**config.mk**
```make
export PLATFORM = sky130hd
export DESIGN_NAME = reduce_sched
export DESIGN_NICKNAME = d
export VERILOG_FILES = /design/src/rtl/reduce_pkg.sv /design/src/rtl/reduce_sched_run_detect.sv /design/src/rtl/reduce_sched.sv
export SDC_FILE = /design/constraint.sdc
export NUM_CORES = 1
export LEC_CHECK = 0
export CAP_MARGIN = 20
export CORE_UTILIZATION = 52
export DETAILED_ROUTE_END_ITERATION = 12
export GPL_ROUTABILITY_DRIVEN = 0
export PLACE_DENSITY_LB_ADDON = 0.12
export SLEW_MARGIN = 10
export SYNTH_ARGS = -nofsm -noshare
export SYNTH_HDL_FRONTEND = slang
export SYNTH_SLANG_ARGS = --single-unit
```
**constraint.sdc**
```tcl
create_clock -name clk -period 6 [get_ports clk]
set_input_delay 1.5 -clock clk [delete_from_list [all_inputs] [get_ports clk]]
set_output_delay 1.5 -clock clk [all_outputs]
set_load 0.01 [all_outputs]
```
**src/rtl/reduce_pkg.sv**
```systemverilog
// Shared definitions for the run-length job scheduler: state encodings,
// parameter defaults and the hit-counter width helper.
// Latency: n/a (package). Backpressure: n/a (package).
package reduce_pkg;

  localparam int unsigned N_REQ_DEF = 4;
  localparam int unsigned W_DEF     = 8;

  // Controller states.
  typedef enum logic [1:0] {
    ST_IDLE  = 2'd0,
    ST_SHIFT = 2'd1,
    ST_FLUSH = 2'd2,
    ST_DONE  = 2'd3
  } state_e;

  // Run detector states: how many consecutive ones have been seen (saturating at two).
  typedef enum logic [1:0] {
    DET_ZERO = 2'd0,
    DET_ONE  = 2'd1,
    DET_TWO  = 2'd2
  } det_e;

  // A W-bit word holds at most W-1 overlapping "11" pairs, so log2(W)+1 bits suffice.
  function automatic int unsigned cnt_width(input int unsigned w);
    return $clog2(w) + 1;
  endfunction

endpackage

```
**src/rtl/reduce_sched_run_detect.sv**
```systemverilog
// Moore detector for two consecutive ones in a serial bit stream.
// Latency: out reflects bits fed up to the previous clock edge. Backpressure: none, one bit per cycle.
// Ports: clk, reset (async active-low), clr (sync return to zero-ones state), in (serial bit), out (last two bits were 1).
module run_detect
  import reduce_pkg::*;
(
  input  logic clk,
  input  logic reset,
  input  logic clr,
  input  logic in,
  output logic out
);

  det_e state_q, state_d;

  always_comb begin
    state_d = state_q;
    if (clr) begin
      state_d = DET_ZERO;
    end else if (!in) begin
      state_d = DET_ZERO;
    end else begin
      case (state_q)
        DET_ZERO: state_d = DET_ONE;
        DET_ONE:  state_d = DET_TWO;
        DET_TWO:  state_d = DET_TWO;
        default:  state_d = DET_ZERO;
      endcase
    end
  end

  always_ff @(posedge clk or negedge reset) begin
    if (!reset) begin
      state_q <= DET_ZERO;
    end else begin
      state_q <= state_d;
    end
  end

  assign out = (state_q == DET_TWO);

endmodule

```
**src/rtl/reduce_sched.sv**
```systemverilog
// Round-robin job scheduler: grants one requester, serially counts overlapping "11" pairs in its word.
// Latency: done pulses W+2 cycles after the gnt cycle; next grant no sooner than W+3 cycles after gnt.
// Backpressure: requesters hold req level until granted; arbitration only while idle, req ignored otherwise.
// Ports: req/din (per-requester request + packed W-bit words), gnt (one-hot capture pulse),
//        busy (job in flight), done (result pulse), done_id/hit_count (held result).
module reduce_sched
  import reduce_pkg::*;
#(
  parameter int unsigned N_REQ = N_REQ_DEF,
  parameter int unsigned W     = W_DEF
) (
  input  logic                     clk,
  input  logic                     reset,
  input  logic [N_REQ-1:0]         req,
  input  logic [N_REQ*W-1:0]       din,
  output logic [N_REQ-1:0]         gnt,
  output logic                     busy,
  output logic                     done,
  output logic [$clog2(N_REQ)-1:0] done_id,
  output logic [cnt_width(W)-1:0]  hit_count
);

  localparam int unsigned IDW = $clog2(N_REQ);
  localparam int unsigned CW  = cnt_width(W);
  localparam int unsigned BW  = $clog2(W);

  state_e           state_q, state_d;
  logic [IDW-1:0]   ptr_q, ptr_d;
  logic [IDW-1:0]   job_id_q;
  logic [IDW-1:0]   done_id_q;
  logic [W-1:0]     shreg_q;
  logic [BW-1:0]    bcnt_q;
  logic [CW-1:0]    cnt_q;
  logic [CW-1:0]    hit_q;

  logic             win_vld;
  logic [IDW-1:0]   win_id;
  logic [N_REQ-1:0] win_oh;
  logic             det_out;
  logic             det_clr;
  logic             det_in;

  // Round-robin search starting at the priority pointer.
  always_comb begin
    int idx;
    idx     = 0;
    win_vld = 1'b0;
    win_id  = '0;
    for (int k = 0; k < int'(N_REQ); k++) begin
      idx = int'(ptr_q) + k;
      if (idx >= int'(N_REQ)) idx = idx - int'(N_REQ);
      if (!win_vld && req[idx]) begin
        win_vld = 1'b1;
        win_id  = IDW'(idx);
      end
    end
  end

  always_comb begin
    ptr_d = (win_id == IDW'(N_REQ - 1)) ? '0 : win_id + IDW'(1);
  end

  // Grant is qualified by reset so it reads zero while reset is held, even with req high.
  always_comb begin
    win_oh = '0;
    if (state_q == ST_IDLE && win_vld && reset) begin
      win_oh[win_id] = 1'b1;
    end
  end

  always_comb begin
    state_d = state_q;
    case (state_q)
      ST_IDLE:  if (win_vld) state_d = ST_SHIFT;
      ST_SHIFT: if (bcnt_q == BW'(W - 1)) state_d = ST_FLUSH;
      ST_FLUSH: state_d = ST_DONE;
      ST_DONE:  state_d = ST_IDLE;
      default:  state_d = ST_IDLE;
    endcase
  end

  always_ff @(posedge clk or negedge reset) begin
    if (!reset) begin
      state_q <= ST_IDLE;
    end else begin
      state_q <= state_d;
    end
  end

  always_ff @(posedge clk or negedge reset) begin
    if (!reset) begin
      ptr_q     <= '0;
      job_id_q  <= '0;
      done_id_q <= '0;
      shreg_q   <= '0;
      bcnt_q    <= '0;
      cnt_q     <= '0;
      hit_q     <= '0;
    end else begin
      case (state_q)
        ST_IDLE: begin
          if (win_vld) begin
            shreg_q  <= din[int'(win_id)*W +: W];
            job_id_q <= win_id;
            ptr_q    <= ptr_d;
            bcnt_q   <= '0;
            cnt_q    <= '0;
          end
        end
        ST_SHIFT: begin
          shreg_q <= shreg_q << 1;
          bcnt_q  <= bcnt_q + BW'(1);
          if (det_out) cnt_q <= cnt_q + CW'(1);
        end
        ST_FLUSH: begin
          // Final count includes the detector state after the last bit; publish it for DONE.
          cnt_q     <= cnt_q + CW'(det_out);
          hit_q     <= cnt_q + CW'(det_out);
          done_id_q <= job_id_q;
        end
        default: ;
      endcase
    end
  end

  // Detector is held clear while idle, so the first SHIFT cycle always sees the zero-ones state.
  assign det_clr = (state_q == ST_IDLE);
  assign det_in  = shreg_q[W-1];

  run_detect u_run_detect (
    .clk   (clk),
    .reset (reset),
    .clr   (det_clr),
    .in    (det_in),
    .out   (det_out)
  );

  assign gnt       = win_oh;
  assign busy      = (state_q != ST_IDLE);
  assign done      = (state_q == ST_DONE);
  assign done_id   = done_id_q;
  assign hit_count = hit_q;

endmodule

```
==> results of run 1 <==
## worst reg2reg max path: stages, from the launching register on
cell,delay (ps)
dfrtp_1,410
inv_1,120
ha_1,630
nor2_1,130
nor2_1,690
nand2_1,110
o21ai_0,170
## worst max path at each step
stage	slack, ps	endpoint	start
final	700	gnt[0]	req[3]
after global routing	560	gnt[1]	req[3]
after CTS	700	gnt[0]	req[3]
after detailed placement	720	gnt[0]	req[3]
after global placement	790	gnt[1]	req[2]
after floorplan	1910	gnt[1]	req[3]
## layout make-up
cell class | instances | area (um^2)
Clock inverter | 3 | 17.52
Timing Repair Buffer | 50 | 498.0
Sequential cell | 29 | 725.7
Clock buffer | 5 | 37.54
Tap cell | 46 | 57.56
Fill cell | 271 | 938.4
Multi-Input combinational cell | 133 | 1002
Inverter | 16 | 60.06
## per-stage QoR
step / setup WS [ps] / total power [mW]
floorplan: 1908 / 0.7348
finish: 701.8 / 1.010
global placement: 794.1 / 0.8617
detailed placement: 716.8 / 0.8948
global route: 555.2 / 1.103
CTS: 697.7 / 1.013
## flip-flops by register name, summed over array words and instances (netlist names)
signal and count:
cnt_q 4, state_q 2, bcnt_q 3, u_run_detect.state_q 2, job_id_q 2, ptr_q 2, done_id 2, hit_count 4
shreg_q 8
## placed cells by master (no fill, tap or decap), types with 6 or more instances in the layout
cell type	Yosys	final
and3_1	6	6
nand3_1	7	7
o21ai_0	17	17
a31oi_1	7	7
clkdlybuf4s50_1	0	49
dfrtp_1	29	29
ha_1	16	16
nand2_1	27	27
nor2_1	15	15
mux4_2	7	7
inv_1	16	16
## logic make-up after synthesis
| family | after synthesis | share of synthesized area (%) |
|---|---|---|
| XOR/XNOR | 3 | 1.443 |
| adder cells (fa/ha/maj) | 16 | 10.99 |
| multiplexers | 16 | 13.94 |
| buffers and inverters | 22 | 5.151 |
| AO/OA/AOI/OAI | 39 | 14.29 |
| AND/OR/NAND/NOR | 59 | 14.35 |
| flip-flops | 29 | 39.84 |
## layer usage
metal	vias up	wire length, um
li1	752	-
met1	747	1580
met2	60	1982
met3	6	201
met4	0	36
met5	-	0
## power by group through the flow
| stage | Sequential (mW) | Clock [mW] | Combinational [mW] |
|---|---|---|---|
| floorplan | 0.330 | 0 | 0.405 |
| global placement | 0.332 | 0 | 0.530 |
| detailed placement | 0.339 | 0 | 0.556 |
| CTS | 0.337 | 0.118 | 0.559 |
| global route | 0.347 | 0.126 | 0.629 |
| finish | 0.338 | 0.114 | 0.558 |
==> results.yml, run 1 <==
synth:
  syn_area_um2: 1822
  ys_ff_latch: 29
  async_reset_ff_share_pct: 100.0
  syn_nets: 238
  synth_flop_cell: "dfrtp_1"
  post-synth-top-count-cell: "dfrtp_1"
  yosys.area.top_type: "dfrtp_1"
  netlist_top_cells_count: "dfrtp_1 (29), nand2_1 (27), o21ai_0 (17), ha_1 (16), inv_1 (16)"
  seq_area_frac_synth_pct: 39.84
  ys_types: 29
  synth_area_leaders: "dfrtp_1 (40%), ha_1 (11%), mux4_2 (8.7%), nand2_1 (5.6%), o21ai_0 (4.7%)"
  postSynthAreaPerCell_um2: 9.901
  synth_edf_count: 0
  netlist_instances: 184
  yosysWarnings: 0
  yosysTopAreaCellShare_pct: 39.84
setup_path:
  required_ps: 4500
  reg2reg_to: "shreg_q[0]"
  cp_num_cells: 8
  r2r_slack_ps: 3680
  r2r_start: "state_q[1]"
  worstSetupStartpointType: "primary input"
  path_max_fanout: 13
  reg2reg_depth: 6
  slowest_delay_ps: 570
  cp_common_cell: "clkdlybuf4s50_1"
  path_cells: "clkdlybuf4s50_1 > nor2_1 > a21oi_1 > and4_1 > inv_1 > ha_1 > and3_1 > clkdlybuf4s50_1"
  critPathKind: "in2out"
  critical_path.slowest_cell: "and4_1"
  end_kind: "primary output"
  critPathBufInv: 3
  cp_top_family: "buffers and inverters"
  cp_data_arrival_time_ps: 3800
grt:
  grtUsageMet1_pct: 27.47
  grt_usage_pct: 22.98
  grt_pass1_vias: 1496
  grt_use_met3_pct: 4.412
  top_usage_layer: "met2"
  antenna_found_initial: 0
  grt_max_degree: 30
  grt_pass1_wl_um: 6251
  use_met2_pct: 40.68
  grt-ovfl-total: 0
final_layout:
  fin_area_um2: 2399
  drive_above_1_share_pct: 10.59
  nNetsFinal: 289
  layoutNonFillerInstCount: 282
  final_util_pct: 71.88
  syn_to_final_growth_pct: 31.66
  antenna_cells: 0
power_and_ir_drop:
  switching_power_mw: 0.4311
  p_leak_nw: 1.050
  p_int_mw: 0.5786
  p_sw_share_pct: 42.70
  clockPowerShare_pct: 11.3
  ir_drop_mv: 0.1584
  p_comb_share_pct: 55.3
  pwr-share-seq_pct: 33.5
  p_per_area_nw_per_um2: 420.9
outcome:
  status: "finished, final reports clean"
sta:
  maxSlewViolCount: 0
  hold_viol: 0
  worst_pin_slew_ps: 867.0
  fin_worst_hold_slack_ps: 513.1
  fmax_mhz: 188.7
  rsz0062_at_grt: "no"
  relSlewSlack_pct: 41.99
  fin_setup_tns_ps: 0
  skew_ps: 4.142
  finalCritPeriodShare_pct: 88.30
  fin_crit_ps: 5298
  setup_violations: 0
cts:
  ctsResizeCount: 0
  htree_levels: 2
  cts_root_buffer: "clkbuf_4"
  clk_path_buf_depth: 2
  cts_tree: "done"
  cts.clk_slew.worst_paths_ps: 90
  cts_hold_repair.buffers: 0
  postCtsSetupBuffers: 0
  insertion_delay_ps: 320
  cts_sinks: 29
  cts_buffers: 5
worst_hold_path:
  holdPathEnd: "hit_count[1]"
  worstHoldStart: "hit_count[1]"
  min_path_type: "reg2reg"
  holdPathStages: 1
floorplan:
  num_rows: 21
  pin_count: 50
  die_h_um: 61.19
  start_util_pct: 54.59
  coreArea_um2: 3337
  die_x_um: 61.19
  dieArea_um2: 3744
placement:
  port_buffers: 49
  placed_area_um2: 2344
  dp.cells: 274
  dp_hpwl_um: 2889
routing:
  vias_per_cell: 5.550
  drt_iter0_markers: 68
  wl_um: 3800
  drc: 0
  avgRoutedWirePerCell_um: 13.48
  antenna_left: 0
  dr_total_vias: 1565
  dr.pass1.iters: 4
flow_run:
  maxCapViolCount: 0
Power figures use the tool's default switching activity.
==> run 2: changes to the inputs <==
- clock period: 6 -> 6.5 ns (I/O delays scaled with it)
==> results.yml, run 2 (same netlist as run 1, synthesis figures left out) <==
cts:
  cts_tree: "done"
  htree_levels: 2
  insertion_delay_ps: 330
  cts.clk_slew.worst_paths_ps: 90
  cts_sinks: 29
  ctsResizeCount: 0
  cts_hold_repair.buffers: 0
  cts_root_buffer: "clkbuf_4"
  postCtsSetupBuffers: 0
  clk_path_buf_depth: 2
  cts_buffers: 5
power_and_ir_drop:
  pwr-share-seq_pct: 31.5
  ir_drop_mv: 0.2141
  clockPowerShare_pct: 15.8
  p_int_mw: 0.5856
  p_comb_share_pct: 52.7
  p_sw_share_pct: 40.33
  p_per_area_nw_per_um2: 404.1
  p_leak_nw: 1.065
  switching_power_mw: 0.3958
final_layout:
  multi_input_area_um2: 1002
  syn_to_final_growth_pct: 33.31
  final_cell_mix: "clkdlybuf4s50_1 (49), dfrtp_1 (29), nand2_1 (27), o21ai_0 (17)"
  layout.cells.most_common: "clkdlybuf4s50_1"
  nNetsFinal: 289
  top_register: "shreg_q"
  antenna_cells: 0
  regArea_um2: 725.7
  largest_register_ffs: 8
  drive_above_1_share_pct: 10.17
  final_util_pct: 72.78
  nFillCells: 263
sta:
  relSlewSlack_pct: 44.97
  fin_crit_ps: 5629
  maxSlewViolCount: 0
  rsz0062_at_grt: "no"
  finalCritPeriodShare_pct: 86.60
  fin_setup_tns_ps: 0
  hold_viol: 0
  skew_ps: 3.532
  fmax_mhz: 177.7
  fin_worst_hold_slack_ps: 511.7
  worst_pin_slew_ps: 822.5
  setup_violations: 0
setup_path:
  reg2reg_depth: 6
  required_ps: 4880
  slowest_delay_ps: 590
  end_kind: "primary output"
  r2r_start: "state_q[1]"
  cp_data_arrival_time_ps: 4000
  critPathKind: "in2out"
  worstSetupStartpointType: "primary input"
  cp_common_cell: "clkdlybuf4s50_1"
  critical_path.slowest_cell: "and4_1"
  r2r_slack_ps: 4180
  path_cells: "clkdlybuf4s50_1 > nor2_1 > a21oi_1 > and4_1 > inv_1 > ha_1 > and3_1 > clkdlybuf4s50_1"
  path_max_fanout: 13
  reg2reg_to: "shreg_q[1]"
grt:
  grt_pass1_vias: 1541
  grt-ovfl-total: 0
  grt_usage_pct: 24.17
  antenna_found_initial: 0
  grt_max_degree: 34
  grt_pass1_wl_um: 6492
floorplan:
  num_rows: 21
  pin_count: 50
  start_util_pct: 54.59
  dieArea_um2: 3744
  die_h_um: 61.19
  die_x_um: 61.19
  coreArea_um2: 3337
routing:
  avgRoutedWirePerCell_um: 13.80
  drt_iter0_markers: 65
  wl_um: 3892
  dr_total_vias: 1544
  vias_per_cell: 5.475
  drc: 0
  antenna_left: 0
  dr.pass1.iters: 4
outcome:
  status: "finished, final reports clean"
flow_run:
  maxCapViolCount: 0
placement:
  port_buffers: 49
  dp_hpwl_um: 2995
worst_hold_path:
  min_path_type: "reg2reg"
  worstHoldStart: "job_id_q[0]"
  holdPathStages: 1
  holdPathEnd: "done_id[0]"
-- run 2: cell count changes in the layout (fill, tap and decap cells not counted) --
cell / previous run / this run
clkbuf_1: 0 / 1
clkinv_2: 2 / 0
clkinvlp_4: 1 / 0
bufinv_16: 0 / 1
clkbuf_8: 0 / 1
-- run 2: cell type report --
type	count	share of cell area, %
multi-input cells	133	41.27
flip-flops and latches	29	29.88
repair buffers	50	20.50
inverters	16	2.473
well taps	46	2.370
clock buffers	7	2.267
clock inverters	1	1.236
-- run 2: critical path, delay by kind of cell --
kind | cells | cell delay [ps]
buffers and inverters | 3 | 1160
adder cells (fa/ha/maj) | 1 | 210
AND/OR/NAND/NOR | 3 | 860
AO/OA/AOI/OAI | 1 | 140
-- run 2: how the worst max path moves through the flow --
| stage | from | to | slack (ps) | cells past startpoint |
|---|---|---|---|---|
| after floorplan | req[3] | gnt[1] | 2160 | 5 |
| after global placement | req[2] | gnt[1] | 1040 | 8 |
| after detailed placement | req[3] | gnt[0] | 870 | 8 |
| after CTS | req[3] | gnt[0] | 860 | 8 |
| after global routing | req[3] | gnt[1] | 780 | 8 |
| final | req[3] | gnt[0] | 870 | 8 |
-- run 2: through the flow --
step	setup slack [ps]	instance area (um^2)	power, mW	instances
finish	871.3	2429	0.9814	282
global route	775.7	2429	1.076	282
CTS	864.4	2429	0.9890	282
detailed placement	873.9	2344	0.8314	274
global placement	1045	2344	0.7953	274
floorplan	2158	1822	0.6783	184
-- run 2: metal layers --
layer | vias to the layer above | part of all wire [%] | wire length (um) | track usage, %
met5 | - | 0 | 0 | 0
met4 | 0 | 2.1 | 83 | 12.01
met3 | 8 | 6.2 | 242 | 7.143
met2 | 58 | 53 | 2053 | 42.86
met1 | 726 | 39 | 1514 | 26.22
li1 | 752 | - | - | -
-- run 2: power groups by stage --
stage | Clock (mW) | Sequential, mW | Combinational [mW]
finish | 0.155 | 0.309 | 0.517
global route | 0.167 | 0.321 | 0.588
CTS | 0.159 | 0.310 | 0.520
detailed placement | 0 | 0.313 | 0.519
global placement | 0 | 0.306 | 0.489
floorplan | 0 | 0.305 | 0.373
